`config.mk`:
```
export PLATFORM = sky130hd
export DESIGN_NAME = reg_file_sb
export DESIGN_NICKNAME = d
export VERILOG_FILES = /design/src/rtl/reg_file_sb.sv
export SDC_FILE = /design/constraint.sdc
export NUM_CORES = 1
export LEC_CHECK = 0
export CAP_MARGIN = 20
export CORE_MARGIN = 2
export CORE_UTILIZATION = 50
export CTS_BUF_LIST = sky130_fd_sc_hd__clkbuf_8
export CTS_CLUSTER_SIZE = 8
export DETAILED_ROUTE_END_ITERATION = 16
export PLACE_DENSITY = 0.72
export REMOVE_ABC_BUFFERS = 1
export SLEW_MARGIN = 20
export SYNTH_ARGS = -nofsm -noshare
export SYNTH_HDL_FRONTEND = slang
export SYNTH_SLANG_ARGS = --single-unit
export TNS_END_PERCENT = 100
```
`constraint.sdc`:
```
create_clock -name CLK -period 3 [get_ports CLK]
set_input_delay 0.3 -clock CLK [delete_from_list [all_inputs] [get_ports CLK]]
set_output_delay 0.3 -clock CLK [all_outputs]
set_load 0.01 [all_outputs]
```
`src/rtl/reg_file_sb.sv`:
```
// reg_file_sb: 2R/1W register file with busy scoreboard; REG_FILE_SB_BYPASS_EN enables write-to-read forwarding
module reg_file_sb #(
   parameter int DATA_W   = 8,
   parameter int ADDR_W   = 3,
   parameter int ZERO_REG = 0
) (
   input  logic              CLK,
   input  logic              RESET,
   input  logic [DATA_W-1:0] IN,
   input  logic [ADDR_W-1:0] INADDRESS,
   input  logic              WRITE,
   input  logic [ADDR_W-1:0] OUT1ADDRESS,
   input  logic [ADDR_W-1:0] OUT2ADDRESS,
   output logic [DATA_W-1:0] OUT1,
   output logic [DATA_W-1:0] OUT2,
   input  logic              RSV,
   input  logic [ADDR_W-1:0] RSVADDRESS,
   output logic              BUSY1,
   output logic              BUSY2,
   output logic              ERR
);
   localparam int DEPTH = 2**ADDR_W;
   logic [DATA_W-1:0] regs [DEPTH];
   logic [DEPTH-1:0]  busy, busy_next;
   logic              wr_en, rsv_en, err_next, zero1, zero2;
   // Hardwired-zero register swallows writes and reserves so it never flags ERR
   assign wr_en    = WRITE && !(ZERO_REG != 0 && INADDRESS == '0);
   assign rsv_en   = RSV && !(ZERO_REG != 0 && RSVADDRESS == '0);
   assign err_next = (rsv_en && busy[RSVADDRESS]) || (wr_en && !busy[INADDRESS]);
   assign zero1    = ZERO_REG != 0 && OUT1ADDRESS == '0;
   assign zero2    = ZERO_REG != 0 && OUT2ADDRESS == '0;
   // Reserve is applied after the writeback clear so a same-address reserve wins
   always_comb begin
      busy_next = busy;
      if (wr_en) busy_next[INADDRESS] = 1'b0;
      if (rsv_en) busy_next[RSVADDRESS] = 1'b1;
   end
`ifdef REG_FILE_SB_BYPASS_EN
   logic fwd1, fwd2;
   assign fwd1  = wr_en && OUT1ADDRESS == INADDRESS;
   assign fwd2  = wr_en && OUT2ADDRESS == INADDRESS;
   assign OUT1  = zero1 ? '0 : fwd1 ? IN : regs[OUT1ADDRESS];
   assign OUT2  = zero2 ? '0 : fwd2 ? IN : regs[OUT2ADDRESS];
   assign BUSY1 = !zero1 && !fwd1 && busy[OUT1ADDRESS];
   assign BUSY2 = !zero2 && !fwd2 && busy[OUT2ADDRESS];
`else
   assign OUT1  = zero1 ? '0 : regs[OUT1ADDRESS];
   assign OUT2  = zero2 ? '0 : regs[OUT2ADDRESS];
   assign BUSY1 = !zero1 && busy[OUT1ADDRESS];
   assign BUSY2 = !zero2 && busy[OUT2ADDRESS];
`endif
   always_ff @(posedge CLK) begin
      if (RESET) begin
         for (int i = 0; i < DEPTH; i++) regs[i] <= '0;
         busy <= '0;
         ERR  <= 1'b0;
      end else begin
         if (wr_en) regs[INADDRESS] <= IN;
         busy <= busy_next;
         ERR  <= err_next;
      end
   end
endmodule

```
# After elaboration in Yosys (flattened, before gate mapping)
# Memory sizes are Yosys's and may differ from the RTL's.
# Index checks and enable logic that the tools add are counted.
# totals
ff_bits,9
mem_bits_rw,64
input_bits,24
elab_cells,41
n_memories,1
# classes
order_cmp,6
n_mux,22
bitwise_logic,3
reduce_logical,7
# mem_list
memory,words,word_bits,rd,rd_ports_with_merged_regs,write_ports,line,rtl
regs,8,8,2,0,8,23,logic [DATA_W-1:0] regs [DEPTH];
# op_table
op,n
$mux W8,3
$lt A3 B4 Y1 const B,4
$bmux W1 S3,4
$mux W1,12
$and A8 B8 Y8,1
$not A8 Y8,1
$or A8 B8 Y8,1
$reduce_or A8 Y1,1
$demux W1 S3,2
$ge A3 B1 Y1 const B,2
$logic_and A1 B1 Y1,4
$mux W3,1
$logic_not A1 Y1,1
$logic_or A1 B1 Y1,1

# Longest topological paths before layout
# logic_depth
depth_word,9
ltp_mapped,4

# Worst setup path before layout
# Ideal clock, no wire load.
# synth_path
path_type,input-to-reg
start,input INADDRESS[2]
end,"memory regs[4][0], enable pin"
setup_ns,0.389
arrival_time_ns,1.435
t_required_ns,2.611
slack_ns,1.176
cell_stages,3
n_path_buf,1
cell_sequence,clkbuf_1 > nand2b_1 > o31ai_1
# synth_lines
element,line,rtl
from (decl),10,"input logic [ADDR_W-1:0] INADDRESS,"
to (decl),23,

# Worst setup path after layout
# layout_path
start,input OUT1ADDRESS[0]
end,output OUT1[0]
# layout_via
elab_chain_len,1
# layout_lines
element,line,rtl
from (decl),12,"input logic [ADDR_W-1:0] OUT1ADDRESS,"
$mem_v2 Z8 W8,-,
to (decl),14,"output logic [DATA_W-1:0] OUT1,"
# Every way passes these cells.

==> results.py <==
metrics = {
    "floorplanning": {
        "ios": 43,
        "core-area_mm2": 0.00773,
        "rows": 32,
        "die_w_um": 93.5,
        "fp.dieArea_mm2": 0.00874,
        "initial_core_util_pct": 51.8,
        "die_h_um": 93.5,
    },
    "synthesis": {
        "netlist.area_leader.share_pct": 48.0,
        "synth-edff-count": 64,
        "ys_types": 30,
        "ys_top_cells_by_count": "64 x and2_1, 64 x edfxtp_1, 39 x mux4_2",
        "synth_area_leaders": "edfxtp_1 48%, mux4_2 22%, and2_1 10%",
        "synthCells": 262,
        "synthesis.area_mm2": 0.00400,
        "synth_ff_type": "edfxtp_1",
        "ys_async_sr_fraction_pct": 0,
        "yosysWarnings": 0,
        "ys_seq_area_share_pct": 52.5,
        "avgSynthCellArea_um2": 15.3,
        "synth_top_area_cell": "edfxtp_1",
        "ys_ff_latch": 73,
    },
    "critical_path": {
        "reg2reg_slack_ps": 1570,
        "cp.required_ps": 2700,
        "crit_arrival_ps": 2310,
        "criticalPathCategory": "in -> out",
        "crit_path_max_fanout": 18,
        "worstSetupEndpointType": "primary output",
        "crit_path_start_kind": "input pin",
    },
    "global_route": {
        "grt_first_pass_wirelength_mm": 14.8,
        "grt_max_degree": 19,
        "grt_pass1_vias": 2635,
        "antenna_found_initial": 0,
        "grt.total_usage_pct": 23.7,
        "grt-ovfl-total": 0,
    },
    "timing": {
        "maxSlewHeadroom_pct": 51.6,
        "clock_skew_ps": 3.87,
        "finalSetupTns_ps": 0,
        "setup_viol_count_final": 0,
        "final_max_slew_viol_count": 0,
        "finalCriticalPeriod_ps": 2610,
        "setup_slack_ps": 386,
        "hold_viol_final": 0,
        "tightest_slew_ps": 723,
        "max_freq_mhz": 382,
        "fin_crit_sh_pct": 87.1,
        "rsz0062_at_grt": "no",
    },
    "run": {
        "max_cap_viol_count": 0,
    },
    "place": {
        "dpl_worst_slack_ps": 380,
        "io_buffers": 42,
        "post-dp-hpwl_mm": 6.39,
        "place_congestion": 0.896,
    },
    "cells_and_area": {
        "antenna_cells": 0,
        "area_growth_pct": 21.5,
        "final_nets": 346,
        "drive_above_1_share_pct": 29.7,
    },
    "drt": {
        "viasPerCell": 6.03,
        "drt-pass1-iter-count": 5,
        "wl_per_cell_um": 22.0,
        "ant_nets": 0,
        "drt_iter0_drc": 284,
        "drc": 0,
        "wirelength_mm": 9.46,
        "vias": 2589,
    },
    "cts": {
        "clock_sinks": 73,
        "post_cts_resized": 0,
        "root_buffer": "clkbuf_8",
        "postCtsSetupBuffers": 0,
        "htreeDepth": 3,
        "clk_latency_ps": 350,
        "cts_max_path_buffers": 2,
        "cts_inserted_buffers": 9,
        "ctsHoldBuffers": 0,
        "cts_tree": "built",
        "clk_pin_slew_worst_paths_ps": 70,
    },
    "pwr": {
        "pwr_density_cell_mw_per_mm2": 501,
        "ir_drop_v": 0.000245,
        "p_leak_uw": 0.00171,
    },
    "hold_path": {
        "hold_path_class": "reg -> reg",
    },
    "status": {
        "status": "complete, no violations",
    },
}
[stage by stage]
step	std cells	util [%]	power, uW	hold slack, ps	cell area, um2
6_report	429	63.0	2440	518	4860
3_3_place_gp	413	60.1	1610	497	4650
2_1_floorplan	248	-	1400	414	3920
4_1_cts	429	63.0	2460	521	4860
3_5_place_dp	413	60.1	1620	499	4650
5_1_grt	429	63.0	2520	546	4860
[worst max-delay path: stages]
cell	delay, ps
clkdlybuf4s50_1	510
buf_12	200
mux4_2	520
mux2_2	280
clkdlybuf4s50_1	480
[logic make-up after synthesis]
group	share of synthesized area [%]
and+or+nand+nor	12.8
muxes	28.2
DFF	52.5
AOI/OAI and AO/OA	3.25
buffers and inverters	3.28
[layer usage]
layer  global-route usage (%)  share of wire [%]  vias up
met3                     5.48                8.4        5
met4                     6.25               0.73        0
met5                        0                  0        -
met1                     32.9                 42     1327
li1                         -                  -     1135
met2                     37.9                 49      122
[layout make-up]
cell class,instances,area [um2]
clock buffer,9,124
clock inverter,7,93.8
fill,569,2860
inverter,12,45.0
multi-input combinational,163,1770
sequential,73,2100
tap,102,128
timing repair buffer,63,603
[flip-flops by register name, summed over array words and instances (netlist names)]
signal and count:
busy 8, regs 64, ERR 1
[path summary, 6_finish.rpt]
| check | start | to | cells after the start |
|---|---|---|---|
| hold reg to reg | busy[6] | busy[6] | 2 |
| setup reg to reg | busy[5] | ERR | 3 |
| setup / recovery | OUT1ADDRESS[0] | OUT1[0] | 5 |
| hold / removal | busy[6] | busy[6] | 2 |
[power breakdown]
| part | switching, uW | internal [uW] |
|---|---|---|
| clock network | 372 | 468 |
| registers | 35.4 | 1170 |
| logic | 164 | 229 |
[cells in the final DEF, fill, tap and decap left out, types with 2 or more instances in the layout]
master and count:
nor2_1 8, o32ai_1 4, mux2_2 19, clkbuf_8 9
o21ai_0 3, edfxtp_1 64, bufinv_16 2, dfxtp_1 9
o22ai_1 3, inv_1 12, buf_4 19, and2_1 64
clkdlybuf4s50_1 42, buf_12 2, nand2_1 5, mux4_2 39
o31ai_1 4, nand2b_1 3
Power figures use the tool's default switching activity.
